--- config.mk ---
export PLATFORM = sky130hd
export DESIGN_NAME = image_framer
export DESIGN_NICKNAME = d
export VERILOG_FILES = /design/src/rtl/gusn_pkg.sv /design/src/rtl/image_framer.sv
export SDC_FILE = /design/constraint.sdc
export NUM_CORES = 1
export LEC_CHECK = 0
export BUFFER_PORTS_ARGS = -buffer_cell sky130_fd_sc_hd__buf_4
export CELL_PAD_IN_SITES_DETAIL_PLACEMENT = 0
export CELL_PAD_IN_SITES_GLOBAL_PLACEMENT = 1
export CORE_AREA = 2 2 81 83
export DETAILED_ROUTE_END_ITERATION = 6
export DIE_AREA = 0 0 83 85
export MAX_ROUTING_LAYER = met4
export PLACE_DENSITY = 0.84
export SETUP_SLACK_MARGIN = 0.15
export SLEW_MARGIN = 20
export SYNTH_ARGS = -nofsm -noshare
export SYNTH_HDL_FRONTEND = slang
export SYNTH_SLANG_ARGS = --single-unit
export TNS_END_PERCENT = 100
--- constraint.sdc ---
create_clock -name clk -period 1.68 [get_ports clk]
set_input_delay 0.084 -clock clk [delete_from_list [all_inputs] [get_ports clk]]
set_output_delay 0.084 -clock clk [all_outputs]
set_load 0.05 [all_outputs]
--- src/rtl/gusn_pkg.sv ---
// gusn_pkg: shared FSM states, class codes and image geometry for the perceptron front end
package gusn_pkg;
  typedef enum logic [1:0] {LOAD, DRAIN, COMPUTE, RESULT} state_e;
  localparam logic [1:0] CLASS_CIRCLE = 2'd2;
  localparam logic [1:0] CLASS_CROSS = 2'd3;
  localparam int IMG_ROWS = 5;
  localparam int IMG_COLS = 5;
endpackage

--- src/rtl/image_framer.sv ---
// image_framer: assembles streamed rows into an image, runs the perceptron, returns its result
//   row_*   : row stream in (valid/ready, sof resyncs the frame)
//   img_*   : image and enable to the perceptron
//   pcpt_*  : perceptron ready/class/accumulator
//   res_*   : result stream out (valid/ready, err marks a timeout)
module image_framer import gusn_pkg::*; #(
  parameter int ROWS = IMG_ROWS,
  parameter int COLS = IMG_COLS,
  parameter int TIMEOUT = 255,
  localparam int WIDTH = ROWS * COLS,
  localparam int ACC_W = $clog2(WIDTH)
) (
  input  logic             clk,
  input  logic             rst_n,
  input  logic [COLS-1:0]  row_in,
  input  logic             row_sof,
  input  logic             row_valid,
  output logic             row_ready,
  output logic [WIDTH-1:0] img_out,
  output logic             img_en,
  input  logic             pcpt_ready,
  input  logic [1:0]       pcpt_out,
  input  logic [ACC_W-1:0] pcpt_acc,
  output logic [1:0]       res_class,
  output logic [ACC_W-1:0] res_acc,
  output logic             res_err,
  output logic             res_valid,
  input  logic             res_ready
);
  localparam int CW = $clog2(ROWS + 1);
  localparam int TW = $clog2(TIMEOUT + 1);
  localparam logic [CW-1:0] ROWS_C = CW'(ROWS);
  localparam logic [TW-1:0] TLAST = TW'(TIMEOUT - 1);
  state_e state_q, state_d;
  logic [CW-1:0] cnt_q, cnt_d;
  logic [WIDTH-1:0] frame_q, frame_d;
  logic [TW-1:0] tmo_q, tmo_d;
  logic [1:0] cls_q, cls_d;
  logic [ACC_W-1:0] acc_q, acc_d;
  logic err_q, err_d;
  logic row_ready_q, img_en_q, res_valid_q;
  always_comb begin
    state_d = state_q;
    cnt_d = cnt_q;
    frame_d = frame_q;
    tmo_d = tmo_q;
    cls_d = cls_q;
    acc_d = acc_q;
    err_d = err_q;
    case (state_q)
      LOAD: if (row_valid && row_ready_q) begin
        frame_d = row_sof ? WIDTH'(row_in) : {frame_q[WIDTH-COLS-1:0], row_in};
        cnt_d = row_sof ? CW'(1) : cnt_q + CW'(1);
        if (cnt_d == ROWS_C) state_d = DRAIN;
      end
      // wait for the perceptron to drop ready so the next ready belongs to this image
      DRAIN: if (!pcpt_ready) begin
        state_d = COMPUTE;
        tmo_d = '0;
      end
      COMPUTE: begin
        tmo_d = (tmo_q == '1) ? tmo_q : tmo_q + TW'(1);
        if (pcpt_ready) begin
          state_d = RESULT;
          cls_d = pcpt_out;
          acc_d = pcpt_acc;
          err_d = 1'b0;
        end else if (tmo_q == TLAST) begin
          state_d = RESULT;
          cls_d = '0;
          acc_d = '0;
          err_d = 1'b1;
        end
      end
      RESULT: if (res_ready) begin
        state_d = LOAD;
        cnt_d = '0;
      end
      default: state_d = LOAD;
    endcase
  end
  // handshake outputs are registered from the next state
  always_ff @(posedge clk or negedge rst_n) begin
    if (!rst_n) begin
      state_q <= LOAD;
      cnt_q <= '0;
      frame_q <= '0;
      tmo_q <= '0;
      cls_q <= '0;
      acc_q <= '0;
      err_q <= 1'b0;
      row_ready_q <= 1'b0;
      img_en_q <= 1'b0;
      res_valid_q <= 1'b0;
    end else begin
      state_q <= state_d;
      cnt_q <= cnt_d;
      frame_q <= frame_d;
      tmo_q <= tmo_d;
      cls_q <= cls_d;
      acc_q <= acc_d;
      err_q <= err_d;
      row_ready_q <= state_d == LOAD;
      img_en_q <= state_d == COMPUTE;
      res_valid_q <= state_d == RESULT;
    end
  end
  assign row_ready = row_ready_q;
  assign img_out = frame_q;
  assign img_en = img_en_q;
  assign res_class = cls_q;
  assign res_acc = acc_q;
  assign res_err = err_q;
  assign res_valid = res_valid_q;
endmodule

==> results of run 1 <==
==> through the flow <==
stage	instance area (sq um)	hold slack [ps]
after floorplan	2216	-211.6
after global placement	2693	139.9
after detailed placement	2693	139.3
after CTS	2878	3.448
after global routing	2903	6.598
final	2903	9.860
==> flip-flops by register name (all words and copies together) (netlist names) <==
| name | flops |
|---|---|
| img_out | 25 |
| res_err | 1 |
| res_class | 2 |
| cnt_q | 3 |
| res_acc | 5 |
| tmo_q | 8 |
| row_ready | 1 |
| img_en | 1 |
| res_valid | 1 |
| state_q | 2 |
==> routing by layer <==
| metal | share of wire [%] | wire length, microns | global-route usage (%) |
|---|---|---|---|
| met4 | 1.2 | 54 | 4.918 |
| met3 | 4.5 | 195 | 3.016 |
| met5 | 0 | 0 | - |
| met1 | 49 | 2109 | 18.23 |
| met2 | 46 | 1981 | 20.31 |
==> cell type report <==
type,instances,area share (%)
multi-input cells,138,32.46
clock buffers,7,2.974
flip-flops and latches,49,42.33
repair buffers,64,17.50
inverters,3,0.3879
clock inverters,1,1.034
well taps,77,3.319
==> worst register-to-register path, cell delays in order, from the launching register on <==
cell and delay [ps]:
dfrtp_1 400, ha_2 290, or3_4 380, o31ai_4 230, nor2_1 80
==> logic make-up after synthesis <==
| family | Yosys count | share of synthesized area, % |
|---|---|---|
| compound gates | 43 | 13.96 |
| xor+xnor | 3 | 1.187 |
| fa+ha+maj | 3 | 1.696 |
| buf+inv | 17 | 4.126 |
| flops | 49 | 55.40 |
| mux | 12 | 5.709 |
| simple gates | 77 | 17.92 |
==> worst max-delay path by stage <==
stage,slack (ps),cells past startpoint,from,end
global route,130,5,state_q[0]$_DFF_PN0_,cnt_q[2]$_DFFE_PN0P_
floorplan,150,5,cnt_q[0]$_DFFE_PN0P_,row_ready$_DFF_PN0_
finish,190,4,cnt_q[0]$_DFFE_PN0P_,row_ready$_DFF_PN0_
CTS,150,4,cnt_q[0]$_DFFE_PN0P_,row_ready$_DFF_PN0_
global placement,90,5,cnt_q[0]$_DFFE_PN0P_,row_ready$_DFF_PN0_
detailed placement,4,5,cnt_q[0]$_DFFE_PN0P_,row_ready$_DFF_PN0_
==> power by group through the flow <==
| stage | clock network, mW | registers (mW) | logic [mW] |
|---|---|---|---|
| finish | 0.863 | 1.99 | 2.91 |
| global route | 0.943 | 2.07 | 3.11 |
| CTS | 0.889 | 1.98 | 2.90 |
| detailed placement | 0 | 2.01 | 2.79 |
| global placement | 0 | 2.00 | 2.76 |
| floorplan | 0 | 3.09 | 0.871 |
==> cells in the final DEF, fill, tap and decap left out, types with 4 or more instances in the layout <==
master	n
nor2_1	7
mux2i_1	7
nand2_1	33
o21ai_0	22
a21oi_1	4
mux2_2	5
buf_4	61
a22o_1	7
dfrtp_1	47
nand2b_1	23
clkbuf_8	6
==> timing repair <==
| action | in CTS | in global routing |
|---|---|---|
| setup endpoints to repair | 7 | 20 |
| pin swaps | 3 | 3 |
| gates resized for setup | 6 | 4 |
| hold buffers | 1 | 0 |
| setup buffers | 3 | 1 |
| endpoints found under the hold margin | 49 | 0 |
==> impl_metrics.json, run 1 <==
{
  "status": "finished, final reports clean",
  "syn_nets": 225,
  "slew_viol_final": 0,
  "switching_power_mw": 2.601,
  "dp_slack_ps": 4.254,
  "grt_pass1_wl_microns": 7576,
  "yosys_warnings": 0,
  "min_path_cells": 2,
  "maxCapViolCount": 0,
  "drcViolationCount": 0,
  "dieArea_sq_um": 7055,
  "clkSlewWorstSetupHoldPaths_ps": 90,
  "clkLatencyLatePin_ps": 300,
  "start_util_pct": 35.67,
  "syn_avg_cell_area_sq_um": 10.85,
  "critical_path_class": "flop to flop",
  "grtUsageTotal_pct": 13.57,
  "synth_top_area_cell": "dfrtp_1",
  "ys.flop_type": "dfrtp_1",
  "finalPower_mw": 5.760,
  "die_y_microns": 85,
  "die_w_microns": 83,
  "fmax_mhz": 672.2,
  "synth_async_sr_flop_share_pct": 100.0,
  "synth_top_area_share_pct": 55.40,
  "rsz0062_at_grt": "true",
  "cp_top_family": "simple AND/OR/NAND/NOR gates",
  "tightest_slew_ps": 607.9,
  "swShare_pct": 45.16,
  "multiInputGateArea_sq_um": 942.2,
  "powerDensity_nw_per_um2": 1984,
  "fin_setup_tns_ps": 0,
  "reg2regPathDepth": 4,
  "fin_cells": 339,
  "htreeDepth": 2,
  "r2r-start": "cnt_q[0]$_DFFE_PN0P_",
  "dp.cells": 326,
  "ant_nets": 0,
  "via_per_inst": 4.681,
  "ys_seq_elements": 49,
  "path_max_fanout": 3,
  "crit_buf_inv": 0,
  "grt_max_degree": 50,
  "core_area_sq_um": 6205,
  "clock_sinks": 49,
  "fin_skew_ps": 6.463,
  "finalCoreUtilization_pct": 46.78,
  "finalSetupViolCount": 0,
  "netlist_top_cells_area": "dfrtp_1 (55%), nand2b_1 (6.5%), nand2_1 (5.6%)",
  "power_leakage_nw": 1.362,
  "hp-class": "input port to flop",
  "hold_path_end": "res_class[0]$_DFFE_PN0P_",
  "arrival_ps": 1680,
  "gr-total-overflow": 0,
  "antenna_found_initial": 0,
  "clockBufferDepth": 2,
  "nNetsFinal": 282,
  "cts_made_buffers": 5,
  "synth_common_cells": "dfrtp_1 (49), nand2_1 (33), nand2b_1 (23)",
  "port_buffers": 53,
  "gp_congestion": 0.7643,
  "post_drt_wl_per_cell_microns": 12.81,
  "drive_gt1_share_pct": 33.97,
  "drt-total-wl_microns": 4341,
  "slew_headroom_pct": 59.48,
  "num_antenna_cells": 0,
  "path_cells": "ha_2 > or3_4 > o31ai_4 > nor2_1",
  "synth_edf_count": 0,
  "hold_violations": 0,
  "final-seq-area_sq_um": 1229,
  "r2r-end": "row_ready$_DFF_PN0_",
  "hpwlAfterDp_microns": 2974,
  "io_pins": 54,
  "layout_worst_path_cycle_share_pct": 88.54,
  "pwr-share-comb_pct": 50.5,
  "ir_worst_vdd_v": 0.0008949,
  "drtPass1Iterations": 4,
  "ys_seq_area_share_pct": 55.40,
  "reg2reg_slack_ps": 190,
  "n_fill_cell": 587,
  "hp-start": "pcpt_out[0]",
  "rows": 29,
  "syn2layout_area_growth_pct": 31.15,
  "synth.distinct_cells": 37,
  "endpoint_kind": "flop",
  "start_kind": "flop",
  "grt_pass1_vias": 1585,
  "cp_slowest_stage_delay_ps": 400,
  "finalWorstSetupSlack_ps": 192.5,
  "vias": 1587,
  "cts-root-buf": "clkbuf_8",
  "yosysMostFrequentCell": "dfrtp_1",
  "clkPwrFrac_pct": 15.0,
  "cts_tree": "done",
  "seqPwrFrac_pct": 34.5,
  "period_minus_slack_ps": 1488,
  "required_ps": 1870,
  "synth_cells": 204,
  "p_int_mw": 3.159,
  "crit_path_top_delay_cell": "dfrtp_1",
  "drtIter0Drc": 139,
  "netlist_area_sq_um": 2213
}
No activity file was read; power rests on OpenSTA's default activity.
==> run 2, diff against run 1 <==
--- a/config.mk
+++ b/config.mk
@@ -8,11 +8,11 @@
 export BUFFER_PORTS_ARGS = -buffer_cell sky130_fd_sc_hd__buf_4
 export CELL_PAD_IN_SITES_DETAIL_PLACEMENT = 0
 export CELL_PAD_IN_SITES_GLOBAL_PLACEMENT = 1
-export CORE_AREA = 2 2 81 83
+export CORE_AREA = 2 2 77 79
 export DETAILED_ROUTE_END_ITERATION = 6
-export DIE_AREA = 0 0 83 85
+export DIE_AREA = 0 0 79 81
 export MAX_ROUTING_LAYER = met4
-export PLACE_DENSITY = 0.84
+export PLACE_DENSITY = 0.87
 export SETUP_SLACK_MARGIN = 0.15
 export SLEW_MARGIN = 20
 export SYNTH_ARGS = -nofsm -noshare
==> constraint.sdc (replaced) <==
create_clock -name clk -period 1.7 [get_ports clk]
set_input_delay 0.085 -clock clk [delete_from_list [all_inputs] [get_ports clk]]
set_output_delay 0.085 -clock clk [all_outputs]
set_load 0.05 [all_outputs]
==> run 2 against run 1 <==
Effect of this change:
- first-iteration DRC count down 25%
- maximum frequency down 1.9%
- count of clock-buffer cells in the layout unchanged
- critical endpoint is now img_en$_DFF_PN0_
- largest power group unchanged
==> impl_metrics.json, run 2 (synthesis results as in run 1) <==
{
  "dieArea_sq_um": 6399,
  "final_cell_mix": "buf_4 (59), dfrtp_1 (47), nand2_1 (33)",
  "multiInputGateArea_sq_um": 952.2,
  "grtUsageTotal_pct": 14.05,
  "vias": 1640,
  "n_fill_cell": 517,
  "gp_congestion": 0.8008,
  "die_y_microns": 81,
  "grt_pass1_wl_microns": 6810,
  "port_buffers": 53,
  "hpwlAfterDp_microns": 2886,
  "final_common_cell": "buf_4",
  "clockBufferDepth": 2,
  "nNetsFinal": 289,
  "antenna_found_initial": 0,
  "arrival_ps": 1700,
  "finalSetupViolCount": 0,
  "reg2reg_slack_ps": 180,
  "path_max_fanout": 4,
  "clock_sinks": 49,
  "start_util_pct": 39.00,
  "start_kind": "flop",
  "via_per_inst": 4.767,
  "drt-total-wl_microns": 4379,
  "io_pins": 54,
  "maxCapViolCount": 0,
  "finalPower_mw": 5.715,
  "fin_setup_tns_ps": 0,
  "startpoint": "cnt_q[0]$_DFFE_PN0P_",
  "layout_worst_path_cycle_share_pct": 89.22,
  "rsz0062_at_grt": "true",
  "required_ps": 1880,
  "fmax_mhz": 659.3,
  "r2r-start": "cnt_q[0]$_DFFE_PN0P_",
  "cts_made_buffers": 5,
  "finalWorstSetupSlack_ps": 183.3,
  "grt_max_degree": 50,
  "hp-class": "input port to flop",
  "largest_reg_flops": 25,
  "drcViolationCount": 0,
  "die_w_microns": 79,
  "hold_slack_ps": 15.80,
  "power_leakage_nw": 1.390,
  "r2r-end": "img_en$_DFF_PN0_",
  "htreeDepth": 2,
  "fin_cells": 344,
  "slew_headroom_pct": 58.67,
  "period_minus_slack_ps": 1517,
  "ir_worst_vdd_v": 0.0008231,
  "reg2regPathDepth": 5,
  "dpl_cell_area_sq_um": 2675,
  "finalCoreUtilization_pct": 52.60,
  "drtPass1Iterations": 4,
  "min_path_cells": 2,
  "dp_slack_ps": 61.38,
  "cts-root-buf": "clkbuf_8",
  "slew_viol_final": 0,
  "critical_path_class": "flop to flop",
  "hold_path_end": "res_class[1]$_DFFE_PN0P_",
  "clkSlewWorstSetupHoldPaths_ps": 80,
  "endpoint_kind": "flop",
  "rows": 28,
  "clkLatencyLatePin_ps": 300,
  "gr-total-overflow": 0,
  "syn2layout_area_growth_pct": 34.88,
  "drive_gt1_share_pct": 32.34,
  "cts_tree": "done",
  "powerDensity_nw_per_um2": 1914,
  "drtIter0Drc": 104,
  "grt_pass1_vias": 1456,
  "final_cell_area_sq_um": 2985,
  "tightest_slew_ps": 620.0,
  "fin_skew_ps": 3.817,
  "hp-start": "pcpt_out[1]",
  "status": "finished, final reports clean",
  "ant_nets": 0,
  "hold_violations": 0,
  "post_drt_wl_per_cell_microns": 12.73,
  "dp.cells": 322,
  "num_antenna_cells": 0,
  "core_area_sq_um": 5675,
  "final-seq-area_sq_um": 1229
}
-- run 2: cell types whose count changed in the layout (fill, tap and decap cells not counted) --
cell and change:
buf_4 -2, dlygate4sd3_1 +9, ha_2 -1, ha_4 +1
-- run 2: final cells by class --
type	instances	share of cell area (%)
clock buffer	7	2.892
clock inverter	1	1.006
inverter	3	0.3772
multi-input combinational	138	31.89
sequential	49	41.16
tap	75	3.143
timing repair buffer	71	19.53
-- run 2: worst max-delay path by stage --
| stage | slack, ps | to | depth (start not counted) |
|---|---|---|---|
| final | 180 | img_en$_DFF_PN0_ | 5 |
| after global routing | 120 | img_en$_DFF_PN0_ | 5 |
| after CTS | 150 | row_ready$_DFF_PN0_ | 5 |
| after detailed placement | 60 | row_ready$_DFF_PN0_ | 5 |
| after global placement | 110 | row_ready$_DFF_PN0_ | 5 |
| after floorplan | 150 | tmo_q[7]$_DFFE_PN0P_ | 6 |
-- run 2: per-layer routing --
| layer | share of wire (%) | global-route usage (%) |
|---|---|---|
| met3 | 4.0 | 3.111 |
| met1 | 46 | 16.89 |
| met5 | 0 | - |
| met2 | 48 | 22.37 |
| met4 | 2.1 | 7.241 |
-- run 2: worst max-delay path, stage by stage (launching register included) --
cell     delay (ps)
dfrtp_1         440
ha_4            190
xnor2_1         120
or3_4           340
o31ai_4         260
a21oi_1          60
-- run 2: what timing repair did --
action,CTS,global route
endpoints found under the setup margin,7,14
setup buffers,4,0
hold buffers,6,4
pin swaps,1,3
cloned,0,0
gates resized for setup,5,6
hold endpoints to repair,54,4
-- run 2: report_power, final --
part | internal (mW) | leakage [nW] | switching [mW]
Sequential | 1.61 | 0.635 | 0.384
Clock | 0.480 | 0.0585 | 0.369
Combinational | 1.04 | 0.696 | 1.83
